==> src/rtl/hazard_ctrl_if.sv <==
// hazard_ctrl_if: bundle between the 5-stage pipeline and its hazard controller.
//
// Pipeline -> controller (hazard sources):
//   id_rs1, id_rs2           source registers of the ID instruction
//   id_uses_rs1, id_uses_rs2 ID instruction really reads rs1 / rs2
//   ex_mem_read, ex_rd       EX instruction is a load, and its destination
//   ex_branch_taken          branch/jump resolved taken in EX
//   ex_div_start             divide issued from EX (1-cycle pulse)
//   div_done                 divider result valid (1-cycle pulse)
//   mem_req, mem_ready       MEM stage memory request / completion
// Controller -> pipeline (register controls and status):
//   pc_we                    PC write enable
//   <reg>_we, <reg>_flush    for ifid, idex, exmem, memwb
//   stall_cnt                saturating count of stalled cycles
//   mem_timeout              sticky memory-wait watchdog flag
interface hazard_ctrl_if #(
  parameter int CNT_W = 32
);
  logic [4:0]       id_rs1;
  logic [4:0]       id_rs2;
  logic             id_uses_rs1;
  logic             id_uses_rs2;
  logic             ex_mem_read;
  logic [4:0]       ex_rd;
  logic             ex_branch_taken;
  logic             ex_div_start;
  logic             div_done;
  logic             mem_req;
  logic             mem_ready;

  logic             pc_we;
  logic             ifid_we;
  logic             ifid_flush;
  logic             idex_we;
  logic             idex_flush;
  logic             exmem_we;
  logic             exmem_flush;
  logic             memwb_we;
  logic             memwb_flush;
  logic [CNT_W-1:0] stall_cnt;
  logic             mem_timeout;

  // Pipeline side: raises hazard sources, consumes register controls.
  modport master (
    output id_rs1, id_rs2, id_uses_rs1, id_uses_rs2, ex_mem_read, ex_rd,
           ex_branch_taken, ex_div_start, div_done, mem_req, mem_ready,
    input  pc_we, ifid_we, ifid_flush, idex_we, idex_flush, exmem_we,
           exmem_flush, memwb_we, memwb_flush, stall_cnt, mem_timeout
  );

  // Controller side.
  modport slave (
    input  id_rs1, id_rs2, id_uses_rs1, id_uses_rs2, ex_mem_read, ex_rd,
           ex_branch_taken, ex_div_start, div_done, mem_req, mem_ready,
    output pc_we, ifid_we, ifid_flush, idex_we, idex_flush, exmem_we,
           exmem_flush, memwb_we, memwb_flush, stall_cnt, mem_timeout
  );
endinterface

==> src/rtl/hazard_ctrl.sv <==
// hazard_ctrl: stall/flush controller for the 5-stage pipeline.
//
// Drives write-enable/flush for IF/ID, ID/EX, EX/MEM, MEM/WB and the PC write
// enable. Resolves memory-wait stalls, multi-cycle divide stalls, taken-branch
// flushes, load-use bubbles and the 2-cycle pipeline clear after reset.
//
// Ports:
//   clk   clock, state updates on posedge
//   Rst   asynchronous active-low reset
//   hz    hazard_ctrl_if.slave bundle (hazard sources in, controls/status out)
//
// Parameters:
//   CNT_W     width of the saturating stall counter
//   MAX_WAIT  MEM_WAIT cycles before mem_timeout is raised (1..65535)
//
// Controls are combinational from state and inputs so that the pipeline
// registers, which capture on negedge, see this cycle's decision.
module hazard_ctrl #(
  parameter int CNT_W    = 32,
  parameter int MAX_WAIT = 255
) (
  input logic          clk,
  input logic          Rst,
  hazard_ctrl_if.slave hz
);

  typedef enum logic [1:0] {
    INIT     = 2'b00,
    RUN      = 2'b01,
    DIV_WAIT = 2'b10,
    MEM_WAIT = 2'b11
  } state_t;

  // Control word layout:
  // {pc_we, ifid_we, ifid_flush, idex_we, idex_flush,
  //  exmem_we, exmem_flush, memwb_we, memwb_flush}
  localparam logic [8:0] CTL_INIT = 9'b0_11_11_11_11;
  localparam logic [8:0] CTL_NORM = 9'b1_10_10_10_10;
  localparam logic [8:0] CTL_BR   = 9'b1_11_11_10_10;
  localparam logic [8:0] CTL_LU   = 9'b0_00_11_10_10;
  localparam logic [8:0] CTL_DIV  = 9'b0_00_00_11_10;
  localparam logic [8:0] CTL_MEM  = 9'b0_00_00_00_11;

  localparam logic [15:0]      MAX_WAIT_C = 16'(MAX_WAIT);
  localparam logic [CNT_W-1:0] CNT_ONE    = {{(CNT_W-1){1'b0}}, 1'b1};

  state_t           state;
  state_t           state_nxt;
  logic             init_cnt;
  logic [15:0]      wait_cnt;
  logic [CNT_W-1:0] stall_cnt;
  logic             mem_timeout;

  logic             mem_stall;
  logic             load_use;
  logic [8:0]       run_ctl;
  state_t           run_nxt;
  logic [8:0]       ctl;

  assign mem_stall = hz.mem_req && !hz.mem_ready;

  // x0 is hardwired to zero, so a load targeting it never creates a hazard.
  assign load_use = hz.ex_mem_read && (hz.ex_rd != 5'd0) &&
                    ((hz.id_uses_rs1 && (hz.id_rs1 == hz.ex_rd)) ||
                     (hz.id_uses_rs2 && (hz.id_rs2 == hz.ex_rd)));

  // RUN rules below the memory stall. Shared by RUN (after the mem check) and
  // by the MEM_WAIT release cycle, so a divide or branch frozen in EX during
  // the memory wait is honoured as soon as memory completes. A divide holds
  // the branch in EX; a branch flushes ID, making any load-use moot.
  always_comb begin
    run_ctl = CTL_NORM;
    run_nxt = RUN;
    if (hz.ex_div_start) begin
      run_ctl = CTL_DIV;
      run_nxt = DIV_WAIT;
    end else if (hz.ex_branch_taken) begin
      run_ctl = CTL_BR;
    end else if (load_use) begin
      run_ctl = CTL_LU;
    end
  end

  always_comb begin
    ctl       = CTL_NORM;
    state_nxt = state;
    case (state)
      INIT: begin
        ctl = CTL_INIT;
        if (init_cnt) state_nxt = RUN;
      end
      RUN: begin
        if (mem_stall) begin
          ctl       = CTL_MEM;
          state_nxt = MEM_WAIT;
        end else begin
          ctl       = run_ctl;
          state_nxt = run_nxt;
        end
      end
      MEM_WAIT: begin
        if (!hz.mem_ready) begin
          ctl = CTL_MEM;
        end else begin
          ctl       = run_ctl;
          state_nxt = run_nxt;
        end
      end
      DIV_WAIT: begin
        // Memory, divide-start and branch inputs are ignored while dividing.
        if (!hz.div_done) begin
          ctl = CTL_DIV;
        end else begin
          ctl       = CTL_NORM;
          state_nxt = RUN;
        end
      end
      default: begin
        ctl       = CTL_INIT;
        state_nxt = INIT;
      end
    endcase
  end

  always_ff @(posedge clk or negedge Rst) begin
    if (!Rst) begin
      state       <= INIT;
      init_cnt    <= 1'b0;
      wait_cnt    <= '0;
      stall_cnt   <= '0;
      mem_timeout <= 1'b0;
    end else begin
      state <= state_nxt;

      // Second INIT cycle is the one with init_cnt already set.
      if (state == INIT) init_cnt <= 1'b1;

      if ((state != MEM_WAIT) && (state_nxt == MEM_WAIT)) begin
        wait_cnt <= '0;
      end else if ((state == MEM_WAIT) && !hz.mem_ready) begin
        if (wait_cnt != MAX_WAIT_C) wait_cnt <= wait_cnt + 16'd1;
        // Flag raised on the edge where the count reaches MAX_WAIT.
        if ((wait_cnt + 16'd1) == MAX_WAIT_C) mem_timeout <= 1'b1;
      end

      if ((state != INIT) && !ctl[8] && (stall_cnt != '1))
        stall_cnt <= stall_cnt + CNT_ONE;
    end
  end

  assign {hz.pc_we, hz.ifid_we, hz.ifid_flush, hz.idex_we, hz.idex_flush,
          hz.exmem_we, hz.exmem_flush, hz.memwb_we, hz.memwb_flush} = ctl;
  assign hz.stall_cnt   = stall_cnt;
  assign hz.mem_timeout = mem_timeout;

endmodule

==> src/flat_wrapper.sv <==
// flat-port wrapper written by rule: the top's interface ports become plain ports
module hazard_ctrl_flat 
#(
  parameter int CNT_W    = 32,
  parameter int MAX_WAIT = 255
)
  (clk, Rst, hz_id_rs1, hz_id_rs2, hz_id_uses_rs1, hz_id_uses_rs2, hz_ex_mem_read, hz_ex_rd, hz_ex_branch_taken, hz_ex_div_start, hz_div_done, hz_mem_req, hz_mem_ready, hz_pc_we, hz_ifid_we, hz_ifid_flush, hz_idex_we, hz_idex_flush, hz_exmem_we, hz_exmem_flush, hz_memwb_we, hz_memwb_flush, hz_stall_cnt, hz_mem_timeout);
  hazard_ctrl_if #(.CNT_W(CNT_W)) hz_i ();
  input logic clk;
  input logic Rst;
  input wire logic [$bits(hz_i.id_rs1)-1:0] hz_id_rs1;
  input wire logic [$bits(hz_i.id_rs2)-1:0] hz_id_rs2;
  input wire logic [$bits(hz_i.id_uses_rs1)-1:0] hz_id_uses_rs1;
  input wire logic [$bits(hz_i.id_uses_rs2)-1:0] hz_id_uses_rs2;
  input wire logic [$bits(hz_i.ex_mem_read)-1:0] hz_ex_mem_read;
  input wire logic [$bits(hz_i.ex_rd)-1:0] hz_ex_rd;
  input wire logic [$bits(hz_i.ex_branch_taken)-1:0] hz_ex_branch_taken;
  input wire logic [$bits(hz_i.ex_div_start)-1:0] hz_ex_div_start;
  input wire logic [$bits(hz_i.div_done)-1:0] hz_div_done;
  input wire logic [$bits(hz_i.mem_req)-1:0] hz_mem_req;
  input wire logic [$bits(hz_i.mem_ready)-1:0] hz_mem_ready;
  output wire logic [$bits(hz_i.pc_we)-1:0] hz_pc_we;
  output wire logic [$bits(hz_i.ifid_we)-1:0] hz_ifid_we;
  output wire logic [$bits(hz_i.ifid_flush)-1:0] hz_ifid_flush;
  output wire logic [$bits(hz_i.idex_we)-1:0] hz_idex_we;
  output wire logic [$bits(hz_i.idex_flush)-1:0] hz_idex_flush;
  output wire logic [$bits(hz_i.exmem_we)-1:0] hz_exmem_we;
  output wire logic [$bits(hz_i.exmem_flush)-1:0] hz_exmem_flush;
  output wire logic [$bits(hz_i.memwb_we)-1:0] hz_memwb_we;
  output wire logic [$bits(hz_i.memwb_flush)-1:0] hz_memwb_flush;
  output wire logic [$bits(hz_i.stall_cnt)-1:0] hz_stall_cnt;
  output wire logic [$bits(hz_i.mem_timeout)-1:0] hz_mem_timeout;
  assign hz_i.id_rs1 = hz_id_rs1;
  assign hz_i.id_rs2 = hz_id_rs2;
  assign hz_i.id_uses_rs1 = hz_id_uses_rs1;
  assign hz_i.id_uses_rs2 = hz_id_uses_rs2;
  assign hz_i.ex_mem_read = hz_ex_mem_read;
  assign hz_i.ex_rd = hz_ex_rd;
  assign hz_i.ex_branch_taken = hz_ex_branch_taken;
  assign hz_i.ex_div_start = hz_ex_div_start;
  assign hz_i.div_done = hz_div_done;
  assign hz_i.mem_req = hz_mem_req;
  assign hz_i.mem_ready = hz_mem_ready;
  assign hz_pc_we = hz_i.pc_we;
  assign hz_ifid_we = hz_i.ifid_we;
  assign hz_ifid_flush = hz_i.ifid_flush;
  assign hz_idex_we = hz_i.idex_we;
  assign hz_idex_flush = hz_i.idex_flush;
  assign hz_exmem_we = hz_i.exmem_we;
  assign hz_exmem_flush = hz_i.exmem_flush;
  assign hz_memwb_we = hz_i.memwb_we;
  assign hz_memwb_flush = hz_i.memwb_flush;
  assign hz_stall_cnt = hz_i.stall_cnt;
  assign hz_mem_timeout = hz_i.mem_timeout;
  hazard_ctrl #(.CNT_W(CNT_W), .MAX_WAIT(MAX_WAIT)) u_core (.clk(clk), .Rst(Rst), .hz(hz_i));
endmodule
==> config.mk <==
export PLATFORM = sky130hd
export DESIGN_NAME = hazard_ctrl_flat
export DESIGN_NICKNAME = d
export VERILOG_FILES = /design/src/rtl/hazard_ctrl_if.sv /design/src/rtl/hazard_ctrl.sv /design/src/flat_wrapper.sv
export SDC_FILE = /design/constraint.sdc
export NUM_CORES = 1
export LEC_CHECK = 0
export BUFFER_PORTS_ARGS = -buffer_cell sky130_fd_sc_hd__buf_2
export CORE_ASPECT_RATIO = 2
export CORE_UTILIZATION = 55
export CTS_CLUSTER_SIZE = 10
export DETAILED_ROUTE_END_ITERATION = 7
export HOLD_SLACK_MARGIN = 0.05
export PLACE_DENSITY = 0.81
export SLEW_MARGIN = 20
export SYNTH_ARGS = -nofsm -noshare
export SYNTH_HDL_FRONTEND = slang
export SYNTH_SLANG_ARGS = --single-unit
export TNS_END_PERCENT = 10
==> constraint.sdc <==
create_clock -name clk -period 5.6 [get_ports clk]
set_input_delay 0.56 -clock clk [delete_from_list [all_inputs] [get_ports clk]]
set_output_delay 0.56 -clock clk [all_outputs]
set_load 0.005 [all_outputs]
Word-level counts from Yosys, hierarchy flattened
Index checks and enable logic that the tools add are counted.
Widths: inputs -> output; s select.
- register bits: 52
- bits in latches: 0
- memory bits (writable): 0
- memory bits (read-only): 0
- input port bits: 25
- output and inout bits: 42
- logic and storage cells: 53
- memories kept: 0
- add/subtract/negate cells: 2
- $mul: 0
- divide/modulo/power cells: 0
- $lt $le $gt $ge: 0
- equality and inequality tests: 10
- shift operators: 0
- mux-type cells: 16
- bitwise logic cells: 1
- reduce and logical (&&, ||, !) cells: 19
- operators by type and width (cell ; count):
    $mux 9 ; 6
    $mux 16 ; 3
    $pmux 9 s4 ; 1
    $add 32x1->32 const B ; 1
    $ne 32x32->1 const B ; 1
    $add 16x1->16 const B ; 1
    $eq 16x8->1 const B ; 1
    $ne 16x8->1 const B ; 1
    $eq 5x5->1 ; 2
    $mux 2 ; 5
    $logic_and 1x1->1 ; 9
    $pmux 2 s4 ; 1
    $eq 2x2->1 const B ; 3
    $reduce_bool 2->1 ; 3
    $reduce_bool 5->1 ; 1
    $reduce_and 3->1 ; 1
    $eq 2x1->1 const B ; 1
    $logic_not 1->1 ; 2
    $logic_not 2->1 ; 1
    $ne 2x2->1 const B ; 1
    $reduce_and 2->1 ; 1
    $logic_or 1x1->1 ; 1
    $not 1->1 ; 1

Logic depth before layout (Yosys ltp)
Gate-level depths: netlist (run 1).
- depth in word-level cells: 12
- gate-level depth with buffers: 9
- mapped depth without buffers: 7

Worst setup path after synthesis (run 1)
No wires, ideal clock.
- kind: input port to output port
- start point: in hz_ex_rd[0]
- end point: out hz_ifid_we
- data arrival time: 1777 ps
- data required time: 5040 ps
- path slack: 3263 ps
- stages: 6
- path through: or4_1 > o21ai_1 > nor3_1 > a21oi_2 > buf_4 > buf_6
- word-level cells in the longest chain between the ends: 9
- elaborated cells between the ends (all ways): 14
- RTL lines (element ; RTL line ; source):
    start, declared ; flat_wrapper.sv:16 ; input wire logic [$bits(hz_i.ex_rd)-1:0] hz_ex_rd;
    $eq 5x5->1 (on tied branches) ; hazard_ctrl.sv:64, hazard_ctrl.sv:65 ;
    $logic_and 1x1->1 (on tied branches) ; hazard_ctrl.sv:64, hazard_ctrl.sv:65 ;
    $logic_or 1x1->1 ; hazard_ctrl.sv:64 ; ((hz.id_uses_rs1 && (hz.id_rs1 == hz.ex_rd)) ||
    $logic_and 1x1->1 * ; hazard_ctrl.sv:63 ; assign load_use = hz.ex_mem_read && (hz.ex_rd != 5'd0) &&
    $mux 9 * ; hazard_ctrl.sv:79 ; end else if (load_use) begin
    $mux 9 * ; hazard_ctrl.sv:77 ; end else if (hz.ex_branch_taken) begin
    $mux 9 * ; hazard_ctrl.sv:74 ; if (hz.ex_div_start) begin
    $mux 9 (on tied branches) ; hazard_ctrl.sv:102, hazard_ctrl.sv:93 ;
    $pmux 9 s4 * ; hazard_ctrl.sv:87 ; case (state)
    end, declared ; flat_wrapper.sv:23 ; output wire logic [$bits(hz_i.ifid_we)-1:0] hz_ifid_we;
Every way passes the cells marked *; elsewhere a longest branch is shown, timed or not.

Worst setup path in the final report (run 1)
Same ends and word-level chain as after synthesis.

==> results of run 1 <==
## final cells by class
| type | count | share of cell area |
|---|---|---|
| Multi-Input combinational cell | 263 | 0.476 |
| Sequential cell | 52 | 0.369 |
| Timing Repair Buffer | 67 | 0.0966 |
| Clock buffer | 7 | 0.0273 |
| Tap cell | 60 | 0.0213 |
| Inverter | 9 | 0.00959 |
## synthesized netlist by cell type, drive strengths merged (2+ instances only)
| cell type | number | share of area |
|---|---|---|
| xor2 | 26 | 0.074 |
| xnor2 | 20 | 0.057 |
| a31oi | 3 | 0.011 |
| nor4bb | 2 | 0.0065 |
| nand2 | 29 | 0.035 |
| nor4 | 8 | 0.020 |
| nand2b | 3 | 0.0061 |
| o31ai | 6 | 0.015 |
| a21oi | 5 | 0.0093 |
| and3 | 5 | 0.010 |
| nor2b | 3 | 0.0061 |
| nand4b | 2 | 0.0057 |
| nor3 | 18 | 0.029 |
| o31a | 2 | 0.0057 |
| buf | 8 | 0.017 |
| and2 | 3 | 0.0061 |
| or4 | 2 | 0.0061 |
| nand4bb | 2 | 0.0073 |
| nor4b | 3 | 0.013 |
| a41o | 2 | 0.0065 |
| nand3 | 18 | 0.029 |
| inv | 9 | 0.011 |
| ha | 3 | 0.012 |
| nand4 | 14 | 0.030 |
| a311o | 2 | 0.0065 |
| dfrtp | 52 | 0.42 |
| nor2 | 33 | 0.040 |
| clkbuf | 6 | 0.0073 |
| o21ai | 33 | 0.053 |
| o21bai | 2 | 0.0049 |
| nor3b | 3 | 0.0073 |
## worst max-delay path, cell delays in order
cell     delay, ns
buf_2         0.12
or4_1         0.52
o21ai_1       0.15
nor3_1        0.07
a21oi_2       0.13
buf_4         0.32
buf_2         0.18
## cell usage in the layout (no fill, tap or decap), types with 6 or more instances in the layout
master	instances
o21ai_0	31
dfrtp_1	52
buf_2	65
nor4_1	6
clkbuf_8	7
nand2_1	29
xor2_1	26
o31ai_1	6
nor3_1	18
nand3_1	18
nor2_1	33
xnor2_1	20
nand4_1	13
inv_1	9
## per-stage QoR
step / instances / total power (uW) / hold WS, ns
2_1_floorplan: 338 / 720 / 0.264
3_3_place_gp: 451 / 814 / 0.448
3_5_place_dp: 451 / 830 / 0.453
4_1_cts: 458 / 1060 / 0.386
5_1_grt: 458 / 1110 / 0.446
6_report: 458 / 1050 / 0.354
## power groups by stage
stage | Combinational (uW) | Sequential (uW) | Clock, uW
after global placement | 322 | 492 | 0
after floorplan | 251 | 468 | 0
after detailed placement | 335 | 495 | 0
final | 332 | 489 | 225
after CTS | 336 | 489 | 234
after global routing | 368 | 500 | 245
## worst paths after layout
path / endpoint / slack, ns / cells after the start
worst max-delay path: hz_ifid_we / 2.97 / 7
max in group asynchronous: u_core.hz.stall_cnt[12] / 4.78 / 2
min in group clk: u_core.hz.mem_timeout / 0.47 / 1
worst min-delay path: u_core.wait_cnt[10] / 0.35 / 2
worst max register to register: u_core.wait_cnt[4] / 2.99 / 7
worst min register to register: u_core.hz.mem_timeout / 0.47 / 1
## metal layers
layer,vias to the layer above,GRT usage,share of wire
met3,8,0.0422,0.023
met1,1355,0.263,0.37
met4,0,0.0982,0.015
met2,41,0.491,0.59
li1,1321,-,-
met5,-,0,0
## kinds of logic after synthesis
| kind of cell | count (synthesis) | synth area share |
|---|---|---|
| flops | 52 | 0.421 |
| mux | 1 | 0.00365 |
| other cells | 1 | 0.00121 |
| compound gates | 61 | 0.130 |
| simple gates | 151 | 0.266 |
| fa+ha+maj | 3 | 0.0122 |
| xor+xnor | 46 | 0.130 |
| buf+inv | 23 | 0.0357 |
## sequential cells by signal, summed over array words and instances, names as in the netlist
name and count:
u_core.hz.stall_cnt 32, u_core.wait_cnt 16, u_core.state 2, u_core.hz.mem_timeout 1, u_core.init_cnt 1
==> results list, run 1 <==
- CTS Hold Bufs: 0
- STA classifies the critical path endpoint as an output port.
* Clock root buffer: clkbuf_8
- Final-stage net count: 426
- Of the total power, the share spent switching nets is 0.361.
- Final count of pins violating max slew: 0
* Avg WL per Cell: approximately 16 microns
- Post-layout util: 0.650
* Initial antenna violation count: 0
- The analysis attributes to cell leakage a power of 0.00168 uW.
- Setup CP Type: input port to output port
- No sink is reached through more buffers than the 2 on the longest clock path.
- Across the whole layout, storage elements account for roughly 1300 sq um.
* Post-cts gate resize count: 0
- In this run, distinct cell masters in the synthesized netlist total a little over 50.
* Sum of overflow across all layers after global routing: 0
- The flow ran to the end, and the final reports show no timing, DRC or antenna violations.
- Number of fill cells: 470
* Number of storage elements in the synthesis netlist: 52
- Number of detailed-route iterations in the first pass: 4
- First-pass GRT wire length: around 11000 microns
* DRT Wirelength: between 7000 and 8000 microns
- Number of global-route vias before repair: 2678
- Placement Setup Slack: 2.97 ns
- In this run the worst hold path is classified as input port to asynchronous set/reset pin.
- Antenna Nets Post-Route: 0
* Effective utilization at floorplan: 0.570
* Footprint of the multi-input gates: 1680 sq um
- Internal power comes to roughly 670 uW.
* Clock period minus worst slack: 2.63 ns
* Number of synthesized flops with an enable pin: 0
- Dividing the final minimum period by the clock period gives 0.469.
- The floorplan step set the die height to 108 microns.
* Crit path launch type: input port
- Final-layout setup total negative slack: 0 ns
- During synthesis, Yosys emitted a total of 0 warnings.
- The share of the Yosys chip area taken by registers is 0.421.
- TritonCTS buffer count: 5
* Insertion delay to the later sink of the worst-skew pair: 0.30 ns
- Reg clk slew, reported paths: roughly 0.090 ns
* Mapped Area: about 3000 sq um
* CTS H-tree lvls: 2
- The die covers 5940 sq um.
- Cell Pwr Density: 297 nW/um^2
- The first routing iteration left 84 violations.
* Data arrival time at the worst-slack endpoint: about 2.1 ns
- Across the VDD grid, the largest voltage drop is 0.000290 V.
* Quantity of I/O buffers inserted on ports: 65
* Placed inst area: around 3400 sq um
- Measured along the x axis, the die boundary spans 55.0 microns.
* Number of instances in the synthesized netlist: approximately 340
- Setup Viol. Count Final: 0
- Setup repair after global routing left no endpoint under its margin.
* Fraction of layout cells with a size suffix above 1: 0.216
- Pin placement for this block handled 67 I/O pins.
- In this run the critical register-to-register path is launched from u_core.wait_cnt[1].
- The share of total power dissipated in the clock network is 0.215.
- In this run the power spent charging and discharging nets is 377 uW.
- For the pin with the worst max-slew slack, the measured transition is roughly 0.7 ns.
- Compared with the post-synthesis result, the final layout area differs by 14.1%.
- At the end of routability-driven placement, the weighted congestion stood at 0.861.
- Post-route cell area: 3520 sq um
* Post-synth net total: 366
* Worst Setup SP: hz_ex_rd[0]
- In the post-route analysis, the smallest setup slack over all paths is ~3 ns.
* Count of standard-cell rows: 38
- Across every metal layer, demand over resource in global routing totals 0.260.
- Clock tree from TritonCTS: done
- Max-cap violations in this run came to 0.
- Number of vias per cell after detailed routing: 5.95
* Critical-path maximum fanout: 32
- Worst EP required: 5.04 ns
- After synthesis, the mean cell area works out to 9.14 sq um.
* Part of the power in registers: 0.468
- After detailed routing, the number of remaining DRC violations is 0.
- Worst slew slack as a fraction of its limit: 0.536
- Worst setup skew after layout: approximately 0.0096 ns
- The routed layout has 2725 vias.
- Maximum number of pins on one net before global-route repair: 53
* Floorplan core area: roughly 5400 sq um
* Most common flop cell mapped by yosys: dfrtp_1
- 0 antenna diodes ended up in the layout.
- Comb power frac: 0.318
- The wire-length estimate of the detail-placed layout is 5320 microns.
- The clock net in this run drives a total of 52 sinks.
- Hold Vio Cnt, Final: 0
- Fmax: between 300 and 400 MHz
- Of all flip-flops after synthesis, the portion carrying an async set or reset was 1.00.
* Post-CTS setup buffer count: 0
No activity file was read; power rests on OpenSTA's default activity.
==> run 2, diff against run 1 <==
--- a/config.mk
+++ b/config.mk
@@ -7,11 +7,11 @@
 export LEC_CHECK = 0
 export BUFFER_PORTS_ARGS = -buffer_cell sky130_fd_sc_hd__buf_2
 export CORE_ASPECT_RATIO = 2
-export CORE_UTILIZATION = 55
+export CORE_UTILIZATION = 49
 export CTS_CLUSTER_SIZE = 10
 export DETAILED_ROUTE_END_ITERATION = 7
 export HOLD_SLACK_MARGIN = 0.05
-export PLACE_DENSITY = 0.81
+export PLACE_DENSITY = 0.76
 export SLEW_MARGIN = 20
 export SYNTH_ARGS = -nofsm -noshare
 export SYNTH_HDL_FRONTEND = slang
==> constraint.sdc (replaced) <==
create_clock -name clk -period 2.4 [get_ports clk]
set_input_delay 0.24 -clock clk [delete_from_list [all_inputs] [get_ports clk]]
set_output_delay 0.24 -clock clk [all_outputs]
set_load 0.005 [all_outputs]
==> results list, run 2 (same netlist as run 1, synthesis figures left out) <==
* Critical-path maximum fanout: 12 (-63%)
* Sum of overflow across all layers after global routing: 0 (unchanged)
- The required time of the critical path was 2.56 ns (-2.48 ns).
* Number of cells on the worst reg-to-reg path: 6 (-1)
- Worst setup skew after layout: 0.00349 ns (-0.00614 ns)
- The register with the most flip-flops in the final layout is u_core.hz.stall_cnt.
* CP Capture Type: register
- Result of the run: finished, final reports clean
- The setup TNS after final layout is 0 ns (unchanged).
* Slew of the pin with the lowest slew margin: 0.773 ns (+0.0763 ns)
- Number of fill cells: 531 (+13%)
* Avg WL per Cell: 14.9 microns (-4.1%)
- The final-report hold violation count was 0 (unchanged).
- The x dimension of the die is 58.1 microns (+5.7%).
- The ratio of routed vias to standard cells came to 5.61 (-5.7%).
- Initial antenna violation count: 0 (unchanged)
- The area of all sequential standard cells came to 1300 sq um (unchanged).
* Effective utilization at floorplan: 0.510 (-0.0598)
- The number of design-rule violations left by the first detailed-router iteration was 111 (+32%).
- The buffer levels on the longest clock path came to 2 (unchanged).
* Setup Viol. Count Final: 0 (unchanged)
- The final net count was 438 (+2.8%).
- Leading cell types in the layout, fill and taps excluded: buf_2, dfrtp_1, nor2_1
* Cell Pwr Density: 728 nW/um^2 (+150%)
* Data arrival time at the worst-slack endpoint: 2.31 ns (+0.24 ns)
- Cell-by-cell trace of the critical path: nor4_1 > a41oi_2 > buf_4 > and2_0 > o21ai_0 > o31ai_1
- The antenna diode instance count is 0 (unchanged).
- The worst stage delay on the critical path came to 0.68 ns (+0.16 ns).
* Reg-to-reg critical path endpoint: u_core.wait_cnt[7]
- Met1 wire length: 2740 microns (+3.7%)
- The wire length of the first global-routing pass is 12200 microns (+6.5%).
- The worst register-to-register path begins at u_core.wait_cnt[10].
* Antenna Nets Post-Route: 0 (unchanged)
- Of the available clock period, the critical path in the final layout requires 0.892.
- Detailed-route DRC error count: 0 (unchanged)
- Vias: 2772 (+1.7%)
* Fraction of layout cells with a size suffix above 1: 0.239 (+0.0229)
- Clock tree from TritonCTS: done
- The number of maximum-capacitance violations was 0 (unchanged).
* Leading cell type in the layout, fill and taps excluded: buf_2
* Insertion delay to the later sink of the worst-skew pair: 0.28 ns (-0.02 ns)
* Vertical die dimension: 114 microns (+5.8%)
- The multi-input gate area in the final layout came to 1690 sq um (+0.60%).
- Library cell contributing the largest single delay on the critical path: nor4_1
- The total detailed-routing wirelength is 7340 microns (+3.4%).
* Clock period minus worst slack: 2.14 ns
- Setup repair after global routing left no endpoint under its margin.
- Met2 layer wire length in the routed design: 4270 microns (+1.9%)
* Largest registers ranked by flip-flop count: u_core.hz.stall_cnt: 32 flops, u_core.wait_cnt: 16 flops, u_core.state: 2 flops
- Crit path launch type: register
- The number of sinks on the clock net is 52 (unchanged).
- The die outline area was 6640 sq um (+12%).
- The via count of the first global-routing pass was 2732 (+2.0%).
- Overall power after layout: 2720 uW (+160%)
- The minimum setup slack among reg-to-reg paths was 0.26 ns (-2.73 ns).
* Overall global routing resource usage: 0.234 (-0.0262)
* TritonCTS buffer count: 5 (unchanged)
- Path class of the lowest-slack min-delay path: input port to register
* Static leakage power: 0.00178 uW (+6.1%)
- Floorplan core area: 6060 sq um (+12%)
- Count of standard-cell rows: 40 (+5.3%)
* Worst Setup SP: u_core.wait_cnt[10]
- Fmax: 467 MHz
- Number of detailed-route iterations in the first pass: 4 (unchanged)
- After detailed routing, no signal wire sits above met4.
* Count of placed standard cells in the final layout, fillers left out: 494 (+7.9%)
* Worst slew slack as a fraction of its limit: 0.480 (-0.0557)
- Flip-flop count of the largest register after layout: 32 (unchanged)
- CTS placed an instance of clkbuf_16 at the clock tree root.
- The total number of H-tree levels is 2 (unchanged).
- The worst vdd rail ir drop is 0.000650 V (+120%).
- The cell total after placement was 485 (+7.5%).
- Critical path destination: u_core.wait_cnt[7]
* Gp weighted congestion: 0.850 (-1.2%)
* Maximum number of pins on one net before global-route repair: 33 (-38%)
- The total length of routed met3 wires came to 224 microns (+39%).
* Synth-to-Final Area Change: 21.0%
- The number of top-level pins is 67 (unchanged).
- The clock slew seen by the registers of the worst setup and hold paths was 0.06 ns (-0.03 ns).
- The core occupancy in the finished layout is 0.617 (-0.0329).
* Placed wire-length estimate after detailed placement: 5530 microns (+4.0%)
- The critical path in this run is classified as register to register.
* Quantity of I/O buffers inserted on ports: 65 (unchanged)
- The number of max-slew violations in the final report came to 0 (unchanged).
==> run 2: routing by layer <==
layer / global-route usage / vias up
met2: 0.449 / 59
li1: - / 1351
met3: 0.0305 / 11
met5: 0 / -
met4: 0.0825 / 0
met1: 0.251 / 1351
==> run 2: what timing repair did <==
item                       in CTS  in global routing
hold buffers                    1                  0
setup buffers                   0                  1
resized for setup               0                  2
hold endpoints to repair       21                  0
setup endpoints to repair       0                 22
==> run 2: worst min path at each step <==
stage	start	to	slack (ns)	cells past startpoint
2_1_floorplan	Rst	u_core.hz.mem_timeout	-0.06	0
3_3_place_gp	Rst	u_core.wait_cnt[10]	0.26	1
3_5_place_dp	Rst	u_core.wait_cnt[10]	0.26	1
4_1_cts	hz_ex_div_start	u_core.state[0]	0.35	3
5_1_grt	hz_ex_div_start	u_core.state[0]	0.39	4
6_report	hz_ex_div_start	u_core.state[0]	0.35	3
==> run 2: layout make-up <==
cell class / instances / area share
multi-input cells: 263 / 0.451
flip-flops and latches: 52 / 0.348
repair buffers: 79 / 0.123
clock buffers: 7 / 0.0408
well taps: 84 / 0.0281
inverters: 9 / 0.00904
==> run 2: worst max-delay path: cells and delay by family (launching register included) <==
family	cells	cell delay [ns]
AND/OR/NAND/NOR	2	0.81
buffers and inverters	1	0.24
AO/OA/AOI/OAI	3	0.49
flip-flops	1	0.47
==> run 2: power breakdown <==
group | internal, uW | total, uW | switching [uW]
Combinational | 388 | 849 | 461
Sequential | 980 | 1140 | 160
Clock | 438 | 730 | 292
Total | 1810 | 2720 | 914
==> run 2: per-stage QoR <==
step	cell area (sq um)	setup WS [ns]	hold slack [ns]
after floorplan	3090	0.451	-0.0556
after global placement	3540	0.266	0.255
after detailed placement	3540	0.174	0.257
after CTS	3710	0.167	0.348
after global routing	3740	0.0341	0.386
final	3740	0.258	0.355
